`config.mk`:
```
export PLATFORM = sky130hd
export DESIGN_NAME = itof_pipe
export DESIGN_NICKNAME = d
export VERILOG_FILES = /design/src/rtl/itof_pipe.sv
export SDC_FILE = /design/constraint.sdc
export NUM_CORES = 1
export LEC_CHECK = 0
export ABC_AREA = 1
export ABC_CLOCK_PERIOD_IN_PS = 3200
export CELL_PAD_IN_SITES_DETAIL_PLACEMENT = 0
export CELL_PAD_IN_SITES_GLOBAL_PLACEMENT = 1
export CORE_ASPECT_RATIO = 0.7
export CORE_MARGIN = 3
export CORE_UTILIZATION = 37
export CTS_CLUSTER_SIZE = 40
export DETAILED_ROUTE_END_ITERATION = 7
export HOLD_SLACK_MARGIN = 0.1
export MAX_ROUTING_LAYER = met4
export PLACE_DENSITY_LB_ADDON = 0.1
export SETUP_SLACK_MARGIN = 0.05
export SLEW_MARGIN = 20
export SYNTH_ARGS = -nofsm -noshare
export SYNTH_HDL_FRONTEND = slang
export SYNTH_SLANG_ARGS = --single-unit
```
`constraint.sdc`:
```
create_clock -name clk -period 3.2 [get_ports clk]
set_clock_uncertainty 0.15 [all_clocks]
set_input_delay 0.48 -clock clk [delete_from_list [all_inputs] [get_ports clk]]
set_output_delay 0.48 -clock clk [all_outputs]
set_load 0.02 [all_outputs]
```
`src/rtl/itof_pipe.sv`:
```
// Pipelined integer to IEEE-754 single-precision converter with valid/ready flow control.
// Three stages: sign/magnitude, normalise, round/pack; one conversion per cycle.
module itof_pipe #(
   parameter int unsigned IW  = 32,
   parameter int unsigned TW  = 4,
   parameter bit          RNE = 1'b1
) (
   input  logic          clk,
   input  logic          rstn,
   input  logic          in_valid,
   output logic          in_ready,
   input  logic [IW-1:0] x,
   input  logic          is_signed,
   input  logic [TW-1:0] tag_in,
   output logic          out_valid,
   input  logic          out_ready,
   output logic [31:0]   y,
   output logic [TW-1:0] tag_out
);

   localparam int unsigned LzW = $clog2(IW);
   localparam int unsigned FW  = IW - 1;

   logic          s1_valid_q, s1_valid_d;
   logic          s1_sign_q, s1_sign_d;
   logic [IW-1:0] s1_mag_q, s1_mag_d;
   logic [TW-1:0] s1_tag_q, s1_tag_d;

   logic           s2_valid_q, s2_valid_d;
   logic           s2_sign_q, s2_sign_d;
   logic           s2_zero_q, s2_zero_d;
   logic [LzW-1:0] s2_lz_q, s2_lz_d;
   logic [FW-1:0]  s2_frac_q, s2_frac_d;
   logic [TW-1:0]  s2_tag_q, s2_tag_d;

   logic          out_valid_q, out_valid_d;
   logic [31:0]   y_q, y_d;
   logic [TW-1:0] tag_q, tag_d;

   logic out_adv, s2_ready, s1_ready;

   // Readiness ripples back from out_ready only; in_valid never feeds in_ready.
   assign out_adv  = !out_valid_q | out_ready;
   assign s2_ready = !s2_valid_q | out_adv;
   assign s1_ready = !s1_valid_q | s2_ready;
   assign in_ready = s1_ready;

   always_comb begin
      s1_valid_d = s1_valid_q;
      s1_sign_d  = s1_sign_q;
      s1_mag_d   = s1_mag_q;
      s1_tag_d   = s1_tag_q;
      if (s1_ready) s1_valid_d = in_valid;
      if (in_valid && s1_ready) begin
         s1_sign_d = is_signed & x[IW-1];
         s1_mag_d  = s1_sign_d ? (~x + 1'b1) : x;
         s1_tag_d  = tag_in;
      end
   end

   logic [LzW-1:0] lz;

   always_comb begin
      lz = '0;
      for (int i = 0; i < IW; i++) begin
         if (s1_mag_q[i]) lz = LzW'(IW - 1 - i);
      end
   end

   always_comb begin
      s2_valid_d = s2_valid_q;
      s2_sign_d  = s2_sign_q;
      s2_zero_d  = s2_zero_q;
      s2_lz_d    = s2_lz_q;
      s2_frac_d  = s2_frac_q;
      s2_tag_d   = s2_tag_q;
      if (s2_ready) s2_valid_d = s1_valid_q;
      if (s1_valid_q && s2_ready) begin
         s2_sign_d = s1_sign_q;
         s2_zero_d = ~|s1_mag_q;
         s2_lz_d   = lz;
         // Leading one is implicit; keep only the bits below it.
         s2_frac_d = FW'(s1_mag_q << lz);
         s2_tag_d  = s1_tag_q;
      end
   end

   logic [22:0] man, man_rnd;
   logic        round_up, carry;
   logic [7:0]  exp_f;

   if (IW <= 24) begin : g_exact
      assign man      = 23'(s2_frac_q) << (24 - IW);
      assign round_up = 1'b0;
   end else begin : g_round
      logic [FW:0] ext;
      assign ext = {s2_frac_q, 1'b0};
      assign man = ext[FW -: 23];
      if (RNE) begin : g_rne
         logic guard, sticky;
         assign guard    = ext[FW-23];
         assign sticky   = |ext[FW-24:0];
         assign round_up = guard & (sticky | man[0]);
      end else begin : g_trunc
         logic unused_low;
         assign unused_low = ^ext[FW-23:0];
         assign round_up   = 1'b0;
      end
   end

   // An all-ones mantissa wraps to zero and bumps the exponent.
   assign {carry, man_rnd} = {1'b0, man} + 24'(round_up);
   assign exp_f = 8'(126 + IW) - 8'(s2_lz_q) + {7'd0, carry};

   always_comb begin
      out_valid_d = out_adv ? s2_valid_q : out_valid_q;
      y_d         = y_q;
      tag_d       = tag_q;
      if (s2_valid_q && out_adv) begin
         y_d   = s2_zero_q ? 32'h0 : {s2_sign_q, exp_f, man_rnd};
         tag_d = s2_tag_q;
      end
   end

   always_ff @(posedge clk or negedge rstn) begin
      if (!rstn) begin
         s1_valid_q  <= 1'b0;
         s1_sign_q   <= 1'b0;
         s1_mag_q    <= '0;
         s1_tag_q    <= '0;
         s2_valid_q  <= 1'b0;
         s2_sign_q   <= 1'b0;
         s2_zero_q   <= 1'b0;
         s2_lz_q     <= '0;
         s2_frac_q   <= '0;
         s2_tag_q    <= '0;
         out_valid_q <= 1'b0;
         y_q         <= '0;
         tag_q       <= '0;
      end else begin
         s1_valid_q  <= s1_valid_d;
         s1_sign_q   <= s1_sign_d;
         s1_mag_q    <= s1_mag_d;
         s1_tag_q    <= s1_tag_d;
         s2_valid_q  <= s2_valid_d;
         s2_sign_q   <= s2_sign_d;
         s2_zero_q   <= s2_zero_d;
         s2_lz_q     <= s2_lz_d;
         s2_frac_q   <= s2_frac_d;
         s2_tag_q    <= s2_tag_d;
         out_valid_q <= out_valid_d;
         y_q         <= y_d;
         tag_q       <= tag_d;
      end
   end

   assign out_valid = out_valid_q;
   assign y         = y_q;
   assign tag_out   = tag_q;

endmodule

```
==> run summary <==
========================================================================================
Total of warnings raised by yosys                                                      0
Outcome                                                                     finished with violations
Data required time at the worst endpoint                                         3.34 ns
Clock tree from TritonCTS                                                           done
Worst voltage drop across the vdd grid                                          432.8 uV
FFs w/ async S/R, synth                                                            1.000
Average wire per standard cell                                                  16.22 um
Number of nets in the final layout                                                 1,289
Die H                                                                           123.5 um
Count of non-filler cells in the finished layout                                   1,521
Arrival time worst endpoint                                                      3.45 ns
Average instance area after synthesis                                          7.019 um2
Initial cell density of the core                                                  0.3813
Class of the worst hold path                                                register to register
Number of rows in the core area                                                       42
Area Growth Syn to Fin                                                            57.13%
Highest cell delay on the worst timing path                                      0.36 ns
Cell at the slowest stage of the critical path                                   dfrtp_1
Global routing met1 resource utilization                                          0.3525
Via count of the first global-routing pass                                         7,621
Crit path capture type                                                          register
Met3 routing resource usage after global routing                                 0.03560
Synthesized flop and latch total                                                     118
Final weighted congestion of routability-driven global placement                  0.8564
Endpoints failing setup                                                               16
Latest clock arrival within the worst-skew pair                                  0.43 ns
Antenna cell count                                                                     0
Sequential element share of the synthesized area                                  0.4049
Met2 GRT Util                                                                     0.3293
CTS Root Buffer Type                                                           clkbuf_16
Number of violations reported at the end of detailed-routing iteration 0             715
Final cycle utilization of the critical path                                       1.034
Remaining antenna violation count after routing                                        0
Cell Area, Synth                                                                7293 um2
Number of placed instances with taps included                                      1,416
Proportion of layout cells with a drive suffix above 1                            0.3421
Most used DFF post-synth                                                         dfrtp_1
Global-route usage over all layers                                                0.2358
Final standard cell utilization of the core                                       0.5991
CP most frequent cell                                                            nand2_2
Setup slack after layout                                                      -0.1104 ns
Top delay family on crit path                                               simple AND/OR/NAND/NOR gates
Drt total wl                                                                   24,660 um
Slew @ Worst Pin                                                               0.7559 ns
DRC violations left                                                                    0
CTS max path bufs                                                                      2
Post-route minimum period                                                       3.310 ns
Final count of hold timing violations                                                  0
Ratio of total power to cell area                                           746.9 nW/um2
Width of the die                                                                173.8 um
Category of the worst setup path launch point                                   register
Max-Cap Viols                                                                          0
Pin count of the biggest net entering global routing                                  66
Total Die Area                                                                21,460 um2
I/O Buffers                                                                           78
Number of instances in the synthesized netlist                                     1,039
Worst-path clk slew                                                              0.06 ns
Relative slew slack                                                               0.4929
Number of levels the H-tree was split into                                             4
Busiest layer in global routing                                                     met1
Slew Viols, Final                                                                      0
Inserted Clock Buffers                                                                17
Total power after layout                                                        8.559 mW
CP Buf/Inv Count                                                                       8
First-pass GRT wire length                                                     39,300 um
Static leakage power                                                            5.285 nW
Drt first pass iters                                                                   5
Top-level I/O count                                                                   79
GRT Residual Overflow                                                                  0
Number of antenna violations at the first check in global routing                      0
Setup Crit Path Kind                                                        register to register
Net count after synthesis                                                          1,084
Maximum fanout count along the critical path                                           3
Total half-perimeter wirelength after legalization and detailed placement      16,490 um
Via density                                                                        5.228
Clock net sink count                                                                 118
Count of flip-flops with a built-in enable after synthesis                             0
Via count                                                                          7,952
Placeable Area                                                                19,130 um2
Unrepaired setup endpoints after global routing                                      yes
Fillers                                                                            1,761
Failing checks                                                              negative setup slack
Upper clock frequency limit                                                    302.1 MHz
Unique cell type count in the Yosys netlist                                           37
========================================================================================
area by class of cell:
| cell class | instances | area (um2) | share of cell area |
|---|---|---|---|
| tap | 264 | 330.3 | 0.02882 |
| timing repair buffer | 235 | 2268 | 0.1979 |
| sequential | 118 | 2953 | 0.2577 |
| clock inverter | 15 | 153.9 | 0.01343 |
| multi-input combinational | 772 | 4941 | 0.4312 |
| clock buffer | 17 | 425.4 | 0.03712 |
| inverter | 100 | 387.9 | 0.03385 |
registers in the layout (all words and copies together), names as in the netlist, 4 cells and up:
name,flops
s2_tag_q,4
tag_out,4
s1_mag_q,32
s2_frac_q,31
s2_lz_q,5
y,32
s1_tag_q,4
stage by stage:
| stage | hold slack, ns | area [um2] | worst slack [ns] | TNS [ns] |
|---|---|---|---|---|
| 6_report | 0.3346 | 11460 | -0.1104 | -0.4783 |
| 5_1_grt | 0.3599 | 11460 | -0.3771 | -13.03 |
| 4_1_cts | 0.3379 | 10740 | -0.07185 | -0.3589 |
| 3_5_place_dp | 0.2946 | 8879 | -0.6789 | -7.716 |
| 3_3_place_gp | 0.3010 | 8879 | -0.5778 | -6.504 |
| 2_1_floorplan | 0.03441 | 7305 | 0.08899 | 0 |
cells in the mapped netlist, types with 3 or more instances:
cell type  number  share of area
a21oi_1        14         0.0096
a22o_1          3         0.0036
a31oi_1         3         0.0026
a32o_1          4         0.0055
buf_2           6         0.0041
clkbuf_1       38          0.020
clkinv_1        4         0.0021
dfrtp_1       118           0.40
ha_1            4         0.0069
inv_1          96          0.049
nand2_1       250           0.13
nand3_1       243           0.17
nand4_1         6         0.0051
nor2_1         70          0.036
nor3_1         16          0.011
nor3b_1         3         0.0031
nor4_1          7         0.0060
o21ai_0        82          0.056
o21ai_1         7         0.0048
o31ai_1        13          0.013
xnor2_1        11          0.013
xor2_1         19          0.023
layout by cell type, fill, tap and decap left out, drive strengths merged, types with 13 or more instances in the layout:
cell	Yosys	final
a21oi	14	14
buf	11	158
clkbuf	38	18
clkdlybuf4s50	0	73
clkinv	4	14
dfrtp	118	118
inv	96	98
nand2	253	253
nand3	243	243
nor2	70	70
nor3	17	17
o21ai	89	89
o31ai	13	13
xor2	19	19
per-layer routing:
metal,vias to the layer above,routed length (um),part of all wire
met3,29,1057,0.043
met4,0,324,0.013
met2,199,10820,0.44
met1,3829,12460,0.51
li1,3895,-,-
met5,-,0,0
power breakdown:
part,switching (mW),internal (mW)
registers,0.469,2.00
clock network,0.767,1.15
logic,2.46,1.71
tightest hold or removal path, delay by kind of cell (launching register included):
kind | cells | cell delay [ns]
AOI/OAI and AO/OA | 1 | 0.05
and+or+nand+nor | 1 | 0.06
DFF | 1 | 0.34
cells by family after synthesis:
family	count (synthesis)	share of synthesized area
AOI/OAI and AO/OA	135	0.1055
xor gates and xnor gates	30	0.03603
adders and majority gates	4	0.006863
buffers and inverters	149	0.08029
DFF	118	0.4049
muxes	1	0.001544
and+or+nand+nor	602	0.3649
repair_timing:
item,in CTS,in global routing
hold endpoints to repair,27,0
buffers inserted,77,26
endpoints found under the setup margin,38,60
pin swaps,25,34
cloned,3,1
gates resized for setup,146,194
hold buffers,1,0
worst paths after layout:
path,slack [ns],start,depth (start not counted),end
min,0.33,y[16],2,y[16]
min in group asynchronous,0.38,rstn,2,y[18]
max in group asynchronous,1.82,rstn,3,s1_mag_q[5]
max,-0.11,s2_frac_q[8],27,y[22]
min reg2reg,0.33,y[16],2,y[16]
max reg2reg,-0.11,s2_frac_q[8],27,y[22]
(Power assumes the default switching activity.)
==> variant (same flow settings) <==
The parameter `TW` goes from 4 to 2.
--- a/src/rtl/itof_pipe.sv
+++ b/src/rtl/itof_pipe.sv
@@ -2,7 +2,7 @@
 // Three stages: sign/magnitude, normalise, round/pack; one conversion per cycle.
 module itof_pipe #(
    parameter int unsigned IW  = 32,
-   parameter int unsigned TW  = 4,
+   parameter int unsigned TW  = 2,
    parameter bit          RNE = 1'b1
 ) (
    input  logic          clk,
Interface: changed (resized tag_in and tag_out); port bits go from 79 to 75. The function was not compared with the original's and may differ.
==> variant against the original RTL <==
The run still ends with setup timing left; sequential cell count decreased by 6; synthesized area decreased by 3.2%; routed wire length up 3.4%; critical endpoint is now y[27]$_DFFE_PN0P_; cell count is 5.7% lower; power decreased by 0.33%; design area grew 1.2%; worst setup slack worse by 0.20 ns.
==> variant: results (changes against the original RTL) <==
* Status: finished, violations left
* Detailed Place HPWL at 17,100 um (+3.5%)
* Final Worst Setup Slack at -0.310 ns (-0.200 ns)
* Worst skew pair latency at 0.37 ns (-0.06 ns)
* Xor-xnor portion of the synthesized cell area at 3.72% (+0.12 points)
* Reg-to-Reg Start: s2_frac_q[10]$_DFFE_PN0P_
* First-pass GRT wire length at 39,800 um (+1.2%)
* CP arrival at 3.63 ns (+0.18 ns)
* Setup-failing EPs final at 33 (+17)
* Failing checks: setup timing
* FF-to-FF End: y[27]$_DFFE_PN0P_
* Met3 WL at 1540 um (+46%)
* PortBufs at 74 (-5.1%)
* WL per Instance at 17.8 um (+9.6%)
* Largest net degree at the start of global routing at 65 (-1.5%)
* CP max stage delay at 0.38 ns (+0.02 ns)
* Net Sw Frac at 47.7% (+4.5 points)
* Reg clk slew, reported paths at 0.09 ns (+0.03 ns)
* Adder-cell area share of the yosys netlist at 0.709% (+0.022 points)
* Post-synthesis sequential area ratio at 39.7% (-0.81 points)
* H-tree depth at 3 (-1)
* Via density per instance at 5.38 (+2.8%)
* Gpl congestion at 0.940 (+9.8%)
* Reg2Reg Depth at 21 (-22%)
* Synth Area in Compound Gates at 10.8% (+0.27 points)
* Iteration-0 DRC Markers at 702 (-1.8%)
* Top post-synthesis cells by count: 242 x nand3_1, 234 x nand2_1, 112 x dfrtp_1, 88 x inv_1, 68 x nor2_1
* Vias in the first global route at 7,399 (-2.9%)
-- variant: changes by cell type after synthesis, moves of 4 or more --
| cell | delta |
|---|---|
| nand2_1 | -16 |
| o21ai_0 | -15 |
| a21oi_1 | +8 |
| inv_1 | -8 |
| dfrtp_1 | -6 |
| o21ai_1 | +6 |
| buf_2 | -4 |
-- variant: critical path, delay by kind of cell, from the launching register on --
kind | cells | cell delay, ns
DFF | 1 | 0.38
AOI/OAI and AO/OA | 1 | 0.11
buffers and inverters | 1 | 0.07
adders and majority gates | 2 | 0.35
and+or+nand+nor | 17 | 2.35
-- variant: cell families (layout without fill, tap and decap cells) --
group,after synthesis,in the layout
adder cells (fa/ha/maj),4,4
XOR/XNOR,30,30
buffers and inverters,142,332
AND/OR/NAND/NOR,586,586
AO/OA/AOI/OAI,134,134
multiplexers,1,1
flip-flops,112,112
-- variant: per-stage QoR --
step                      std cells  power (mW)
after floorplan                1009        4.24
after global placement         1368        5.65
after detailed placement       1368        5.67
after CTS                      1441        7.65
after global routing           1435        9.07
final                          1435        8.53
-- variant: area by class of cell --
class                           count  area, um^2
Clock buffer                        9         225
Clock inverter                      7        85.1
Fill cell                        1576        6760
Inverter                           95         362
Multi-Input combinational cell    755        5700
Sequential cell                   112        2800
Tap cell                          236         295
Timing Repair Buffer              221        2130
-- variant: worst min path at each step --
| stage | startpoint | endpoint |
|---|---|---|
| floorplan | rstn | out_valid$_DFFE_PN0P_ |
| global placement | s2_zero_q$_DFFE_PN0P_ | s2_zero_q$_DFFE_PN0P_ |
| detailed placement | s2_valid_q$_DFFE_PN0P_ | out_valid$_DFFE_PN0P_ |
| CTS | s2_valid_q$_DFFE_PN0P_ | out_valid$_DFFE_PN0P_ |
| global route | y[29]$_DFFE_PN0P_ | y[29]$_DFFE_PN0P_ |
| finish | y[8]$_DFFE_PN0P_ | y[8]$_DFFE_PN0P_ |
-- variant: what timing repair did --
action	in CTS	in global routing
setup buffers	52	16
endpoints found under the hold margin	53	0
cloned	4	1
hold buffers	1	0
resized for setup	221	232
pin swaps	57	68
endpoints found under the setup margin	44	61
-- variant: routing by layer --
layer,track usage (%),vias up
li1,-,3786
met5,-,-
met2,34.8,167
met4,2.96,0
met1,37.5,3745
met3,6.16,16
-- variant: power by group through the flow --
stage	sequential, mW	clock, mW	combinational, mW
floorplan	2.45	0	1.79
global placement	2.31	0	3.34
detailed placement	2.32	0	3.35
CTS	2.31	1.21	4.13
global route	2.42	1.27	5.38
finish	2.36	1.19	4.99
